==> src/rtl/pipelined_cla_adder.sv <==
// pipelined_cla_adder: WIDTH-bit adder built from GROUP-bit carry look-ahead
// groups, one group resolved per pipeline stage with the group carry
// registered between stages. Valid/ready handshake with full backpressure:
// the whole pipeline moves together whenever the output slot is free or
// being drained.
//
// Optional feature: define PCLA_SUB_EN to add a 'sub' input that turns the
// beat into a - b (cin ignored for such beats).
//
// WIDTH must be a multiple of GROUP and at least GROUP.

module pipelined_cla_adder #(
    parameter int WIDTH = 16,
    parameter int GROUP = 4
) (
    input  logic             clk,
    input  logic             rst_n,
    input  logic             in_valid,
    output logic             in_ready,
    input  logic [WIDTH-1:0] a,
    input  logic [WIDTH-1:0] b,
    input  logic             cin,
`ifdef PCLA_SUB_EN
    input  logic             sub,
`endif
    output logic             out_valid,
    input  logic             out_ready,
    output logic [WIDTH-1:0] sum,
    output logic             cout,
    output logic             ovf
);

    localparam int NSTG = WIDTH / GROUP;

    // Pipeline registers; index k holds the state after stage k has run.
    // Stage NSTG-1 is the output register.
    logic [NSTG-1:0]  vld_q;
    logic [NSTG-1:0]  c_q;
    logic [WIDTH-1:0] a_q [NSTG];
    logic [WIDTH-1:0] b_q [NSTG];
    logic [WIDTH-1:0] s_q [NSTG];
    logic             ovf_q;

    // Next-state values produced by the stage logic.
    logic [NSTG-1:0]  vld_d;
    logic [NSTG-1:0]  c_d;
    logic [WIDTH-1:0] a_d [NSTG];
    logic [WIDTH-1:0] b_d [NSTG];
    logic [WIDTH-1:0] s_d [NSTG];
    logic             ovf_d;

    // Stage inputs: the operand port for stage 0, the previous register otherwise.
    logic [NSTG-1:0]  vld_in;
    logic [NSTG-1:0]  c_in;
    logic [WIDTH-1:0] a_in [NSTG];
    logic [WIDTH-1:0] b_in [NSTG];
    logic [WIDTH-1:0] s_in [NSTG];

    logic             advance;
    logic [WIDTH-1:0] b_eff;
    logic             cin_eff;

    assign advance   = !vld_q[NSTG-1] || out_ready;
    assign in_ready  = advance;
    assign out_valid = vld_q[NSTG-1];
    assign sum       = s_q[NSTG-1];
    assign cout      = c_q[NSTG-1];
    assign ovf       = ovf_q;

    // Subtraction is folded in at entry as a + ~b + 1, so the stages only add.
`ifdef PCLA_SUB_EN
    assign b_eff   = sub ? ~b : b;
    assign cin_eff = sub ? 1'b1 : cin;
`else
    assign b_eff   = b;
    assign cin_eff = cin;
`endif

    // Route each stage's inputs from the port or from the preceding stage register.
    always_comb begin
        vld_in[0] = in_valid;
        c_in[0]   = cin_eff;
        a_in[0]   = a;
        b_in[0]   = b_eff;
        s_in[0]   = '0;
        for (int k = 1; k < NSTG; k++) begin
            vld_in[k] = vld_q[k-1];
            c_in[k]   = c_q[k-1];
            a_in[k]   = a_q[k-1];
            b_in[k]   = b_q[k-1];
            s_in[k]   = s_q[k-1];
        end
    end

    // Flat generate/propagate look-ahead over one group per stage; the carry
    // into the MSB is captured on the way for the overflow flag.
    always_comb begin
        logic c;
        logic g;
        logic p;
        logic cmsb;
        logic [WIDTH-1:0] s;
        c     = 1'b0;
        g     = 1'b0;
        p     = 1'b0;
        cmsb  = 1'b0;
        s     = '0;
        ovf_d = 1'b0;
        for (int k = 0; k < NSTG; k++) begin
            c = c_in[k];
            s = s_in[k];
            for (int i = 0; i < GROUP; i++) begin
                g = a_in[k][k*GROUP+i] & b_in[k][k*GROUP+i];
                p = a_in[k][k*GROUP+i] ^ b_in[k][k*GROUP+i];
                s[k*GROUP+i] = p ^ c;
                if (k*GROUP+i == WIDTH-1) begin
                    cmsb = c;
                end
                c = g | (p & c);
            end
            vld_d[k] = vld_in[k];
            c_d[k]   = c;
            a_d[k]   = a_in[k];
            b_d[k]   = b_in[k];
            s_d[k]   = s;
        end
        ovf_d = cmsb ^ c_d[NSTG-1];
    end

    // Whole pipeline advances in lockstep; reset clears everything and wins over a handshake.
    always_ff @(posedge clk) begin
        if (!rst_n) begin
            vld_q <= '0;
            c_q   <= '0;
            ovf_q <= 1'b0;
            for (int k = 0; k < NSTG; k++) begin
                a_q[k] <= '0;
                b_q[k] <= '0;
                s_q[k] <= '0;
            end
        end else if (advance) begin
            vld_q <= vld_d;
            c_q   <= c_d;
            ovf_q <= ovf_d;
            for (int k = 0; k < NSTG; k++) begin
                a_q[k] <= a_d[k];
                b_q[k] <= b_d[k];
                s_q[k] <= s_d[k];
            end
        end
    end

endmodule

==> config.mk <==
export PLATFORM = sky130hd
export DESIGN_NAME = pipelined_cla_adder
export DESIGN_NICKNAME = d
export VERILOG_FILES = /design/src/rtl/pipelined_cla_adder.sv
export SDC_FILE = /design/constraint.sdc
export NUM_CORES = 1
export LEC_CHECK = 0
export CORE_MARGIN = 2
export CORE_UTILIZATION = 54
export CTS_CLUSTER_SIZE = 30
export DETAILED_ROUTE_END_ITERATION = 12
export GPL_TIMING_DRIVEN = 0
export PLACE_DENSITY = 0.82
export SLEW_MARGIN = 20
export SYNTH_ARGS = -nofsm -noshare
export SYNTH_HDL_FRONTEND = slang
export SYNTH_SLANG_ARGS = --single-unit
==> constraint.sdc <==
create_clock -name clk -period 4.7 [get_ports clk]
set_input_delay 0.94 -clock clk [delete_from_list [all_inputs] [get_ports clk]]
set_output_delay 0.94 -clock clk [all_outputs]
set_load 0.03 [all_outputs]
==> results.md <==
- Filler instances: 525
- Crit Path Class: input port to output port
- Post-CTS Setup Inserts: 0
- # IOs: 57
- Hold Path Class: register to register
- Synthesized area: 4080 sq um
- RSZ-0062 raised after global routing: false
- # port buffers: 55
- DP Wirelength: 4990 um
- Diodes inserted: 0
- Crit path top cell by count: buf_6
- CTS tree: done
- Vias per cell: 5.22
- Setup TNS: 0 ps
- Slew HR: 65.7%
- CTS resizes: 0
- H-tree lvl count: 3
- Final Max Slew Viols: 0
- Clk buf depth: 2
- Starting Density: 55.9%
- Initial antenna violation count: 0
- Via count: roughly 2.3k
- Global route overflow: 0
- Area grow syn2layout: 22.2%
- DR WL/cell: 15.8 um
- Routability cong.: between 0.7 and 0.8
- Largest net degree at the start of global routing: between 50 and 60
- Biggest fanout along the worst timing path: 10
- Final nets: 395
- Clock sinks: 97
- First-iteration detailed-routing DRC count: between 150 and 200
- Tot Pwr: 1680 uW
- CP arrival: ~2700 ps
- Met1 WL: roughly 2800 um
- Final min period: 3610 ps
- Critical path, cell by cell: clkdlybuf4s50_1 > nor2b_2 > buf_6 > inv_2 > buf_6 > buf_6 > clkdlybuf4s50_1
- CP startpoint kind: input port
- Slew @ Worst Pin: 515 ps
- Vias in the first global route: 2368
- Post-route antenna net violation count: 0
- Die height: between 90 and 100 um
- Crit path required time: ~3800 ps
- PwrDens: approximately 340 nW/um^2
- F_max: ~0.28 GHz
- Clk_skew: 9.98 ps
- DRC: 0
- Count of final setup violators: 0
- Routed length on met2: ~3600 um
- Core area: 7290 sq um
- Clock root cell: clkbuf_8
- Status: finished, final reports clean
- Number of max-cap violations: 0
- Tot GR Track Use: 18.5%
- VDD IR max: about 0.00020 V
- Tcrit/Tclk final: 76.8%
- Post-Syn Nets: 328
- Die Span X: slightly above 90 um
- Die footprint: 8260 sq um
- CTS clock-pin slew for the worst setup and hold paths: approximately 80 ps
- Final WL: 7060 um
- Syn_area_per_cell: ~15 sq um
- Drt first pass iters: 4
- Gate Count Post-Synth: roughly 280
- Skew-Pair Late Insertion Delay: roughly 360 ps
- Cell variety after synth: 19
- Yosys warning count: 0
- Share of the yosys chip area belonging to registers: roughly 70%
- Share of post-route cells with drive strength above 1: between 8 and 9%
- Leak Pwr: 0.00228 uW
- Cts hold-fix bufs: 0
- Worst Setup End Kind: output port
- Final Hold Vio Count: 0
- First-pass GRT wire length: roughly 12000 um
- Crit-path max cell delay: roughly 670 ps
- Metal3 WL: a little under 400 um
- Synth Register Bits: 97
- Total CTS buffers: 9
- CP max stage cell: clkdlybuf4s50_1
- Max layer used: met4
- Rows: 31
[placed cells by master, fill, tap and decap left out, types with 2 or more instances in the layout]
cell,n
clkbuf_8,9
nand2_1,10
clkbuf_1,11
and3_1,80
clkinv_2,2
a21boi_0,3
buf_2,2
inv_1,28
buf_6,9
dfxtp_1,9
fa_1,16
inv_6,2
nor2_1,8
edfxtp_1,88
clkdlybuf4s50_1,55
o211a_1,4
[where the power goes]
part	internal (uW)	switching, uW	leakage, uW	total [uW]
logic	73.3	66.9	0.00106	140
clock network	249	284	0.000101	533
registers	991	15.2	0.00112	1010
total	1310	366	0.00228	1680
[synth_stat cells]
cell type	n	area share (%)
clkbuf_1	10	0.92
and3_1	80	12
nand2_2	1	0.15
buf_6	9	2.5
nand3_1	1	0.12
dfxtp_1	9	4.4
xor2_1	1	0.21
nor2_1	8	0.74
o211a_1	4	0.98
nand2_1	11	1.0
o21a_1	1	0.18
inv_2	1	0.092
fa_1	16	7.9
edfxtp_1	88	65
o21ai_1	1	0.12
nor2b_2	1	0.21
a21boi_0	3	0.55
inv_1	28	2.6
buf_2	2	0.25
[final timing paths]
path	startpoint	to	slack (ps)	depth (start not counted)
setup / recovery	out_ready	in_ready	1090	7
hold / removal	vld_q[1]	vld_q[1]	470	2
setup reg to reg	a_q[0][44]	s_q[0][63]	2450	8
hold reg to reg	vld_q[1]	vld_q[1]	470	2
[routing by layer]
metal	global-route usage, %	vias to the layer above
li1	-	1100
met1	23.2	1116
met2	30.8	95
met3	2.59	19
met4	10.7	0
met5	0	-
[critical path: cells and delay by family]
kind / cells / cell delay, ps
buf+inv: 6 / 1660
simple gates: 1 / 50
[cell families (layout without fill, tap and decap cells)]
kind of cell	after synthesis	after routing	share of synthesized area [%]
fa+ha+maj	16	16	7.86
flops	97	97	69.2
buf+inv	50	122	6.32
simple gates	102	102	14.5
xor+xnor	1	1	0.215
compound gates	9	9	1.84
[flip-flops by register name (all words and copies together) (netlist names)]
register	cells
b_q	24
c_q	4
ovf	1
vld_q	4
a_q	24
s_q	40
[cell type report]
class	count	area, sq um	share of cell area, %
Multi-Input combinational cell	128	1000	20.2
Tap cell	99	124	2.49
Timing Repair Buffer	56	578	11.6
Buffer	21	149	2.99
Inverter	29	109	2.19
Clock inverter	6	66.3	1.33
Sequential cell	97	2820	56.7
Clock buffer	10	128	2.56
[per-stage QoR]
step	hold WS [ps]	cells	utilization [%]	worst slack [ps]	cell area, sq um
finish	469	446	68.3	1090	4980
global route	489	446	68.3	1030	4980
CTS	473	446	68.3	1070	4980
detailed placement	456	430	65.6	1090	4790
global placement	448	429	65.2	139	4750
floorplan	440	275	-	997	4080
(Power assumes the default switching activity.)
